`src/rtl/alu_sequencer.sv`:
```
// alu_sequencer: issues one 8051 ALU instruction at a time (read Rn, issue, write back).
// Optional SEQ_BACK_TO_BACK_EN: accept the next instruction during write-back for 3-cycle throughput.
module alu_sequencer #(
  parameter logic [7:0] NOP_OPCODE = 8'h00
) (
  input  logic       clock,
  input  logic       reset,
  input  logic       instr_valid,
  output logic       instr_ready,
  input  logic [7:0] instr_opcode,
  input  logic [7:0] instr_imm,
  output logic [2:0] rf_raddr,
  input  logic [7:0] rf_rdata,
  output logic       rf_we,
  output logic [2:0] rf_waddr,
  output logic [7:0] rf_wdata,
  output logic [7:0] alu_opcode,
  output logic [7:0] alu_operand1,
  output logic [7:0] alu_operand2,
  input  logic [8:0] alu_result,
  input  logic       alu_psw_c,
  output logic [7:0] acc,
  output logic       psw_c,
  output logic       done,
  output logic       illegal_op
);

  localparam int DATA_W = 8;

  typedef enum logic [1:0] {
    IDLE  = 2'd0,
    READ  = 2'd1,
    ISSUE = 2'd2,
    WB    = 2'd3
  } state_t;

  typedef struct packed {
    logic legal;
    logic imm_src;
    logic dst_rn;
    logic upd_c;
  } dec_t;

  function automatic dec_t decode(input logic [7:0] op);
    dec_t d;
    d = '0;
    casez (op)
      8'h74:        begin d.legal = 1'b1; d.imm_src = 1'b1; end
      8'b1110_1???: d.legal = 1'b1;
      8'b0111_1???: begin d.legal = 1'b1; d.imm_src = 1'b1; d.dst_rn = 1'b1; end
      8'b0010_1???: begin d.legal = 1'b1; d.upd_c = 1'b1; end
      8'b1001_1???: begin d.legal = 1'b1; d.upd_c = 1'b1; end
      8'b0101_1???: d.legal = 1'b1;
      8'b0100_1???: d.legal = 1'b1;
      8'b0110_1???: d.legal = 1'b1;
      default:      d = '0;
    endcase
    return d;
  endfunction

  state_t state, state_nxt;

  logic [7:0]        opcode_p0;
  logic [DATA_W-1:0] imm_p0;
  logic [DATA_W-1:0] rn_p1;
  dec_t              dec_in;
  dec_t              dec_p0;
  logic              accept;
  logic              illegal_nxt;
  logic              unused_alu_bit8;

  // The ALU flag output is the carry source; bit 8 of the result bus duplicates it.
  assign unused_alu_bit8 = alu_result[8];

  assign dec_in = decode(instr_opcode);
  assign dec_p0 = decode(opcode_p0);
  assign accept = instr_valid & instr_ready;

  always_comb begin
    state_nxt   = state;
    instr_ready = 1'b0;
    illegal_nxt = 1'b0;
    case (state)
      IDLE: begin
        instr_ready = 1'b1;
        if (accept) begin
          if (dec_in.legal) state_nxt = READ;
          else              illegal_nxt = 1'b1;
        end
      end
      READ:  state_nxt = ISSUE;
      ISSUE: state_nxt = WB;
      WB: begin
        state_nxt = IDLE;
`ifdef SEQ_BACK_TO_BACK_EN
        instr_ready = 1'b1;
        if (accept) begin
          if (dec_in.legal) state_nxt = READ;
          else              illegal_nxt = 1'b1;
        end
`endif
      end
      default: state_nxt = IDLE;
    endcase
  end

  always_comb begin
    rf_raddr     = '0;
    alu_opcode   = NOP_OPCODE;
    alu_operand1 = acc;
    alu_operand2 = '0;
    rf_we        = 1'b0;
    rf_waddr     = '0;
    rf_wdata     = '0;
    if (state == READ) begin
      rf_raddr = opcode_p0[2:0];
    end
    if (state == ISSUE) begin
      alu_opcode   = opcode_p0;
      alu_operand2 = dec_p0.imm_src ? imm_p0 : rn_p1;
    end
    // Rn write is combinational in WB so a following READ sees it right after the edge.
    if (state == WB && dec_p0.dst_rn) begin
      rf_we    = 1'b1;
      rf_waddr = opcode_p0[2:0];
      rf_wdata = alu_result[7:0];
    end
  end

  // ---- control / architectural state: accumulator, carry, status pulses ----
  always_ff @(posedge clock or negedge reset) begin
    if (!reset) begin
      state      <= IDLE;
      acc        <= '0;
      psw_c      <= 1'b0;
      done       <= 1'b0;
      illegal_op <= 1'b0;
    end else begin
      state      <= state_nxt;
      done       <= (state == WB);
      illegal_op <= illegal_nxt;
      if (state == WB) begin
        if (!dec_p0.dst_rn) acc   <= alu_result[7:0];
        if (dec_p0.upd_c)   psw_c <= alu_psw_c;
      end
    end
  end

  // ---- p0: instruction latch on accept; p1: Rn operand latch in READ ----
  always_ff @(posedge clock) begin
    if (accept) begin
      opcode_p0 <= instr_opcode;
      imm_p0    <= instr_imm;
    end
    if (state == READ) begin
      rn_p1 <= rf_rdata;
    end
  end

endmodule

```
`config.mk`:
```
export PLATFORM = sky130hd
export DESIGN_NAME = alu_sequencer
export DESIGN_NICKNAME = d
export VERILOG_FILES = /design/src/rtl/alu_sequencer.sv
export SDC_FILE = /design/constraint.sdc
export NUM_CORES = 1
export LEC_CHECK = 0
export CORE_MARGIN = 5
export CORE_UTILIZATION = 43
export CTS_CLUSTER_DIAMETER = 50
export DETAILED_ROUTE_END_ITERATION = 10
export GPL_TIMING_DRIVEN = 0
export PLACE_DENSITY = 0.95
export REMOVE_ABC_BUFFERS = 1
export SLEW_MARGIN = 10
export SYNTH_ARGS = -nofsm -noshare
export SYNTH_HDL_FRONTEND = slang
export SYNTH_SLANG_ARGS = --single-unit
export TNS_END_PERCENT = 50
```
`constraint.sdc`:
```
create_clock -name clock -period 4.1 [get_ports clock]
set_input_delay 0.615 -clock clock [delete_from_list [all_inputs] [get_ports clock]]
set_output_delay 0.615 -clock clock [all_outputs]
set_load 0.05 [all_outputs]
```
==> flow_summary.json, run 1 <==
{
  "clkSlewWorstSetupHoldPaths_ps": 70,
  "area_delta_synth_final_pct": 53.88,
  "worst_slack_ps": 945.2,
  "outcome": "completed",
  "cts_num_sinks": 37,
  "vias": 1254,
  "drtIter0Drc": 52,
  "yosysSeqAreaShare_pct": 60.06,
  "synthTopCellsByArea": "edfxtp_1 (41%), dfrtp_1 (19%), and2_1 (8.6%), mux2_2 (5.8%), mux2i_1 (5.2%)",
  "endpoint_kind": "output pin",
  "dp_hpwl_um": 3234,
  "worstPathMaxFanout": 8,
  "io_buffers": 86,
  "cp_slowest_cell": "clkdlybuf4s50_1",
  "dieArea_sq_mm": 0.005423,
  "holdCritPathClass": "reg2reg",
  "routed_wl_um": 3912,
  "avgSynthCellArea_sq_um": 13.61,
  "drv_slew": 0,
  "slew_headroom_pct": 57.87,
  "max_freq_ghz": 0.3170,
  "fillers": 317,
  "num_io_pins": 88,
  "synth_simple_gate_area_share_pct": 16.52,
  "fin_util_pct": 67.49,
  "r2r_cells": 4,
  "r2r_start": "state[1]",
  "cts_setup_buffers": 0,
  "yosysTopAreaCellShare_pct": 41.38,
  "grt_pass1_vias": 1289,
  "hold_viol": 0,
  "place_congestion": 0.7071,
  "numCtsBuffers": 5,
  "synth_top_family_by_area": "simple AND/OR/NAND/NOR gates",
  "tns_ps": 0,
  "firstDrtPassIters": 3,
  "antenna_left": 0,
  "post_drt_wl_per_cell_um": 14.93,
  "skew_ps": 1.635,
  "fp.dieW_um": 73.64,
  "syn-cell-area_sq_mm": 0.001742,
  "cts_max_level": 2,
  "antenna_found_initial": 0,
  "whs_endpoint": "psw_c",
  "rows": 23,
  "critical-path-max-stage-delay_ps": 820,
  "period_needed_ps": 3155,
  "gr-total-overflow": 0,
  "avgViaCountPerCell": 4.786,
  "synth.top_cells.by_count": "and2_1 (24), edfxtp_1 (24), dfrtp_1 (13), nor2b_1 (10)",
  "cap_violations": 0,
  "cts_buffer_depth": 2,
  "finalCritPeriodShare_pct": 76.95,
  "cts-root-buf": "clkbuf_8",
  "diodes": 0,
  "drc": 0,
  "start_util_pct": 43.86,
  "reg2reg_to": "imm_p0[7]",
  "leakagePower_nw": 1.074,
  "setup_viol": 0,
  "synthMuxAreaShare_pct": 11.85,
  "cts_tree": "built",
  "criticalPathCategory": "reg2out",
  "p_switching_mw": 0.9822,
  "yosys_warnings": 0,
  "p_seq_share_pct": 28.9,
  "worstMarginPinSlew_ps": 631.2,
  "crit_family": "buffers and inverters",
  "synth_fa_ha_area_share_pct": 4.239,
  "synth_xor_xnor_area_share_pct": 0,
  "cts_resized": 0,
  "postCtsHoldBufs": 0,
  "netlist.top_cell.by_area": "edfxtp_1",
  "swShare_pct": 47.54,
  "syn_inst": 128,
  "intPower_mw": 1.084,
  "rrSetupSlack_ps": 2410,
  "synth.distinct_cells": 25,
  "grt_usage_pct": 14.86,
  "final_nets": 253,
  "synth_compound_area_share_pct": 2.371,
  "synth_edf_count": 24,
  "min_path_cells": 1,
  "cp.arrival_ps": 2540,
  "place_ws_ps": 1228,
  "grt_max_degree": 18,
  "cp.required_ps": 3480,
  "pwr-share-clk_pct": 11.5,
  "ys_ff_latch": 37,
  "drive_above_1_share_pct": 9.434,
  "worst-path-stages": 5,
  "power_density_mw_per_mm2": 770.9,
  "startpoint_type": "register",
  "min-delay-start": "psw_c",
  "crit_buf_inv": 1,
  "grt_pass1_wl_um": 6023,
  "synth_flop_cell": "edfxtp_1",
  "ir_drop_mv": 0.3580,
  "core_area_sq_mm": 0.003971,
  "async_flop_share_pct": 35.14,
  "crit_chain": "nor3b_1, o21ai_2, mux2i_1, nor2b_1, clkdlybuf4s50_1",
  "rsz0062_at_grt": "no",
  "clkLatencyLatePin_ps": 280,
  "combPwrFrac_pct": 59.7,
  "chipHeight_um": 73.64
}
[per-layer routing]
metal | GRT usage [%] | vias to the layer above | wire [um]
met5 | 0 | - | 0
met4 | 6.036 | 0 | 55
met3 | 1.915 | 5 | 222
met2 | 28.54 | 47 | 2150
met1 | 16.09 | 593 | 1483
li1 | - | 609 | -
[how the worst max path moves through the flow]
stage / startpoint / end / slack [ps]
6_report: opcode_p0[2] / alu_operand2[4] / 950
5_1_grt: opcode_p0[2] / alu_operand2[4] / 790
4_1_cts: opcode_p0[2] / alu_operand2[4] / 910
3_5_place_dp: opcode_p0[2] / alu_operand2[4] / 1230
3_3_place_gp: opcode_p0[2] / alu_operand2[4] / 1230
2_1_floorplan: opcode_p0[7] / rf_waddr[0] / 1680
[worst reg2reg max path, delay by kind of cell (launching register included)]
family / cells / cell delay (ps)
and+or+nand+nor: 1 / 80
buffers and inverters: 2 / 600
adders and majority gates: 1 / 220
DFF: 1 / 420
[kinds of logic (layout without fill, tap and decap cells)]
logic type / Yosys count / after routing
compound gates: 5 / 5
fa+ha+maj: 6 / 6
buf+inv: 15 / 99
flops: 37 / 37
mux: 19 / 19
simple gates: 46 / 46
[power by group through the flow]
| stage | combinational, mW | sequential (mW) | clock, mW |
|---|---|---|---|
| global placement | 1.23 | 0.596 | 0 |
| floorplan | 0.497 | 0.918 | 0 |
| global route | 1.29 | 0.614 | 0.254 |
| finish | 1.23 | 0.596 | 0.237 |
| detailed placement | 1.25 | 0.607 | 0 |
| CTS | 1.25 | 0.599 | 0.243 |
[per-stage QoR]
stage	hold slack, ps	power, mW	instances	cell area [sq um]
after floorplan	319.4	1.415	118	1674
after global placement	491.3	1.828	254	2597
after detailed placement	503.6	1.853	254	2597
after CTS	518.8	2.090	262	2680
after global routing	538.8	2.160	262	2680
final	513.2	2.066	262	2680
[placed cells by master, fill, tap and decap left out, drive strengths merged, types with 2 or more instances in the layout]
master and instances:
and2 24, clkbuf 6, clkdlybuf4s50 86, clkinv 2, dfrtp 13, edfxtp 24
ha 5, inv 5, mux2 10, mux2i 9, nand2 4, nor2b 10
nor3b 2
[final cells by class]
type	instances	area (sq um)	area share (%)
Sequential cell	37	1046	39.03
Clock inverter	2	10.01	0.3735
Inverter	5	18.77	0.7003
Clock buffer	6	72.57	2.708
Timing Repair Buffer	86	860.8	32.12
Multi-Input combinational cell	76	609.3	22.74
Tap cell	50	62.56	2.334
[registers in the layout (all words and copies together) (netlist names)]
| name | count |
|---|---|
| acc | 8 |
| state | 2 |
| rn_p1 | 8 |
| imm_p0 | 8 |
| illegal_op | 1 |
| psw_c | 1 |
| opcode_p0 | 8 |
| done | 1 |
No activity file was read; power rests on OpenSTA's default activity.
==> inputs of run 2 (changes only) <==
Settings changed: CORE_UTILIZATION 43 to 36, PLACE_DENSITY 0.95 to 0.86.
Clock period 4.1 ns to 2.66 ns, I/O delays scaled along.
==> run 2 against run 1 <==
Compared with the run above:
- first-iteration DRC count fell by 15%
- clock-buffer cell count did not move
- via count decreased by 1.1%
- non-clock buffer count stayed put
- sequential cell count unchanged
- setup slack worse by 790 ps
- power rose by 53%
- critical path type unchanged
- largest cell class unchanged
- largest power group unchanged
==> flow_summary.json, run 2 (same netlist as run 1, synthesis figures left out) <==
{
  "dp_hpwl_um": 3314,
  "avgViaCountPerCell": 4.444,
  "cts_num_sinks": 37,
  "cp.required_ps": 2260,
  "clkLatencyLatePin_ps": 290,
  "setup_viol": 0,
  "drv_slew": 0,
  "slew_headroom_pct": 58.85,
  "criticalPathCategory": "reg2out",
  "firstDrtPassIters": 4,
  "final_common_cell": "clkdlybuf4s50_1",
  "vias": 1240,
  "top_layer": "met4",
  "dp.cells": 271,
  "post_drt_wl_per_cell_um": 15.13,
  "area_delta_synth_final_pct": 56.03,
  "antenna_left": 0,
  "crit_chain": "nor3b_1, o21ai_4, mux2i_1, nor2b_1, clkdlybuf4s15_1",
  "crit_buf_inv": 1,
  "grt_pass1_wl_um": 6803,
  "numCtsBuffers": 5,
  "power_density_mw_per_mm2": 1165,
  "drt-met1-wl_um": 1635,
  "grt_max_degree": 18,
  "rsz0062_at_grt": "no",
  "drtIter0Drc": 44,
  "leakagePower_nw": 1.297,
  "max_freq_ghz": 0.3996,
  "antenna_found_initial": 0,
  "ir_drop_mv": 0.5212,
  "fp.dieW_um": 79.56,
  "cts_max_level": 2,
  "num_io_pins": 88,
  "chipHeight_um": 79.56,
  "final_nets": 253,
  "io_buffers": 86,
  "rows": 25,
  "drc": 0,
  "startpoint_type": "register",
  "worstMarginPinSlew_ps": 615.4,
  "hold_viol": 0,
  "final_cell_mix": "clkdlybuf4s50_1 (55), and2_1 (24), edfxtp_1 (24)",
  "cts_tree": "built",
  "skew_ps": 5.842,
  "cp.arrival_ps": 2100,
  "route.met2.wl_um": 2290,
  "clkSlewWorstSetupHoldPaths_ps": 70,
  "place_congestion": 0.7548,
  "crit_family": "buffers and inverters",
  "cts-root-buf": "clkbuf_8",
  "finalNonFillerCells": 279,
  "grt_usage_pct": 14.09,
  "worstPathMaxFanout": 8,
  "start_util_pct": 36.87,
  "cap_violations": 0,
  "outcome": "completed",
  "drive_above_1_share_pct": 12.26,
  "cts_buffer_depth": 2,
  "holdCritPathClass": "in2async",
  "tns_ps": 0,
  "cp_slowest_cell": "clkdlybuf4s15_1",
  "grt_pass1_vias": 1347,
  "core_area_sq_mm": 0.004723,
  "diodes": 0,
  "dr_wl_met3_um": 246,
  "period_needed_ps": 2502,
  "finalCritPeriodShare_pct": 94.07,
  "endpoint_kind": "output pin",
  "dieArea_sq_mm": 0.006329,
  "gr-total-overflow": 0,
  "routed_wl_um": 4221,
  "critical-path-max-stage-delay_ps": 520
}
==> run 2: metrics by stage <==
| step | instance area, sq um | worst slack [ps] | hold WS [ps] | util (%) | power, mW |
|---|---|---|---|---|---|
| 6_report | 2718 | 157.7 | 496.7 | 57.54 | 3.165 |
| 5_1_grt | 2718 | 4.076 | 531.8 | 57.54 | 3.331 |
| 4_1_cts | 2684 | -121.2 | 503.1 | 56.82 | 3.209 |
| 3_5_place_dp | 2619 | -30.56 | 499.9 | 55.44 | 2.857 |
| 3_3_place_gp | 2619 | 49.08 | 494.4 | 55.44 | 2.823 |
| 2_1_floorplan | 1674 | 460.5 | 103.4 | - | 2.181 |
==> run 2: power by group <==
part	total [mW]	internal (mW)	switching (mW)	leakage [nW]
Sequential	0.914	0.818	0.0966	0.378
Clock	0.377	0.182	0.195	0.0450
Combinational	1.87	0.642	1.23	0.874
Total	3.17	1.64	1.52	1.30
==> run 2: path summary, 6_finish.rpt <==
kind                       slack (ps)         start              end  cells after the start
setup / recovery                  160  opcode_p0[1]  alu_operand2[7]                      5
hold / removal                    500         reset           acc[0]                      1
setup reg to reg                  990  opcode_p0[7]           acc[4]                      4
hold reg to reg                   510         psw_c            psw_c                      1
max in group asynchronous        1770         reset             done                      1
min in group clock                510         psw_c            psw_c                      1
==> run 2: layer usage <==
layer / track usage (%) / up-vias
met1: 15.89 / 588
met5: 0 / -
met2: 25.54 / 42
met4: 4.639 / 0
li1: - / 606
met3: 3.725 / 4
==> run 2: area by class of cell <==
class	count	area, sq um
clock inverter	2	10.01
clock buffer	6	72.57
timing repair buffer	86	863.3
sequential	37	1046
tap	67	83.83
multi-input combinational	76	623.1
inverter	5	18.77
fill	416	2006
==> run 2: what timing repair did <==
item	CTS	global route
hold buffers	0	0
setup endpoints to repair	31	23
setup buffers	0	0
gates resized for setup	21	29
endpoints found under the hold margin	0	0
==> inputs of run 3 (changes only) <==
Clock period 2.66 ns to 2.2 ns, I/O delays scaled along.
==> run 3 against run 2 <==
Compared with the run above:
- sequential cell count unchanged
- sequential power is 20% higher
- clock power increased by 20%
- critical path depth grew 1
- setup slack got worse by 55 ps
- combinational power grew 22%
- clock-buffer cell count unchanged
- global-route usage decreased by 0.17 points
- core utilization decreased by 0.64 points
- cell area down 1.1%
- first-iteration DRC count shrank 9.1%
==> flow_summary.json, run 3 (same netlist as run 1, synthesis figures left out) <==
{
  "worstMarginPinSlew_ps": 606.8,
  "max_freq_ghz": 0.4767,
  "drive_above_1_share_pct": 26.76,
  "dieArea_sq_mm": 0.006329,
  "fp.dieW_um": 79.56,
  "slew_headroom_pct": 59.50,
  "crit_chain": "and4b_2, o21ai_4, buf_12, mux2i_1, nor2b_1, clkbuf_4",
  "finalNonFillerCells": 280,
  "antenna_left": 0,
  "cts-root-buf": "clkbuf_8",
  "drv_slew": 0,
  "grt_pass1_vias": 1337,
  "rsz0062_at_grt": "yes",
  "cts_tree": "built",
  "worstSetupEndpoint": "alu_operand2[0]",
  "p_total_mw": 3.838,
  "clkSlewWorstSetupHoldPaths_ps": 70,
  "critical-path-max-stage-delay_ps": 420,
  "grt_pass1_wl_um": 6706,
  "endpoint_kind": "output pin",
  "final_cell_mix": "clkdlybuf4s50_1 (54), and2_1 (24), edfxtp_1 (24)",
  "num_io_pins": 88,
  "period_needed_ps": 2098,
  "routed_wl_um": 4195,
  "register_area_sq_mm": 0.001046,
  "r2r_start": "state[0]",
  "vias": 1245,
  "chipHeight_um": 79.56,
  "multi_input_area_sq_um": 633.1,
  "area_delta_synth_final_pct": 54.31,
  "gr-total-overflow": 0,
  "dp.cells": 271,
  "rows": 25,
  "cts_max_level": 2,
  "antenna_found_initial": 0,
  "postLayoutCellArea_sq_mm": 0.002688,
  "rrSetupSlack_ps": 540,
  "placed_area_sq_mm": 0.002619,
  "r2r_cells": 4,
  "outcome": "completed",
  "grt_usage_pct": 13.92,
  "reg2reg_to": "opcode_p0[0]",
  "avgViaCountPerCell": 4.446,
  "io_buffers": 86,
  "cp_slowest_cell": "edfxtp_1",
  "final_common_cell": "clkdlybuf4s50_1",
  "ir_drop_mv": 0.6201,
  "drtIter0Drc": 40,
  "hold_viol": 0,
  "holdCritPathClass": "in2async",
  "clkLatencyLatePin_ps": 290,
  "worstPathMaxFanout": 8,
  "leakagePower_nw": 1.128,
  "final_nets": 254,
  "drc": 0,
  "startpoint_type": "register",
  "cap_violations": 0,
  "diodes": 0,
  "start_util_pct": 36.87,
  "cp.arrival_ps": 1770,
  "core_area_sq_mm": 0.004723,
  "cts_num_sinks": 37,
  "post_drt_wl_per_cell_um": 14.98,
  "finalCritPeriodShare_pct": 95.34,
  "place_congestion": 0.7548,
  "dp_hpwl_um": 3314,
  "skew_ps": 7.619,
  "cp.required_ps": 1870,
  "firstDrtPassIters": 4,
  "fillers": 428,
  "cts_buffer_depth": 2,
  "setup_viol": 0,
  "numCtsBuffers": 5,
  "startpoint": "opcode_p0[7]",
  "criticalPathCategory": "reg2out",
  "grt_max_degree": 18,
  "power_density_mw_per_mm2": 1428
}
==> run 3: worst min path at each step <==
stage,from,to,slack [ps]
2_1_floorplan,reset,acc[0],30
3_3_place_gp,psw_c,psw_c,490
3_5_place_dp,psw_c,psw_c,500
4_1_cts,reset,acc[0],430
5_1_grt,reset,acc[0],460
6_report,reset,acc[2],420
==> run 3: layout make-up <==
cell class                 instances  share of cell area (%)
clock inverter                     2                  0.3724
multi-input combinational         76                   23.56
clock buffer                       6                   2.700
tap                               67                   3.119
timing repair buffer              87                   30.63
sequential                        37                   38.92
inverter                           5                  0.6983
==> run 3: through the flow <==
step,utilization (%),hold slack (ps),worst slack [ps],TNS [ps]
after floorplan,-,34.41,69.48,0
after global placement,55.44,494.4,-341.9,-7395
after detailed placement,55.44,499.9,-421.6,-7761
after CTS,56.37,434.1,9.403,0
after global routing,56.90,460.7,-5.132,-5.132
final,56.90,418.8,102.4,0
==> run 3: power breakdown <==
group	switching [mW]	total [mW]	internal, mW	leakage (nW)
registers	0.116	1.10	0.989	0.378
logic	1.50	2.28	0.781	0.705
clock network	0.234	0.454	0.219	0.0450
==> run 3: critical path: cells and delay by family, from the launching register on <==
kind                   cells  cell delay (ps)
buffers and inverters      2              390
AND/OR/NAND/NOR            2              470
AO/OA/AOI/OAI              1               80
flip-flops                 1              420
multiplexers               1              110
==> run 3: timing repair <==
item                       in CTS  in global routing
hold buffers                    0                  0
pin swaps                       1                  0
setup endpoints to repair      32                 16
buffers inserted                1                  0
gates resized for setup       138                 16
==> run 3: routing by layer <==
metal	track usage (%)	share of wire, %	vias up
li1	-	-	607
met1	15.01	37	588
met2	25.71	55	44
met3	3.725	6.5	6
met4	5.155	1.6	0
met5	0	0	-
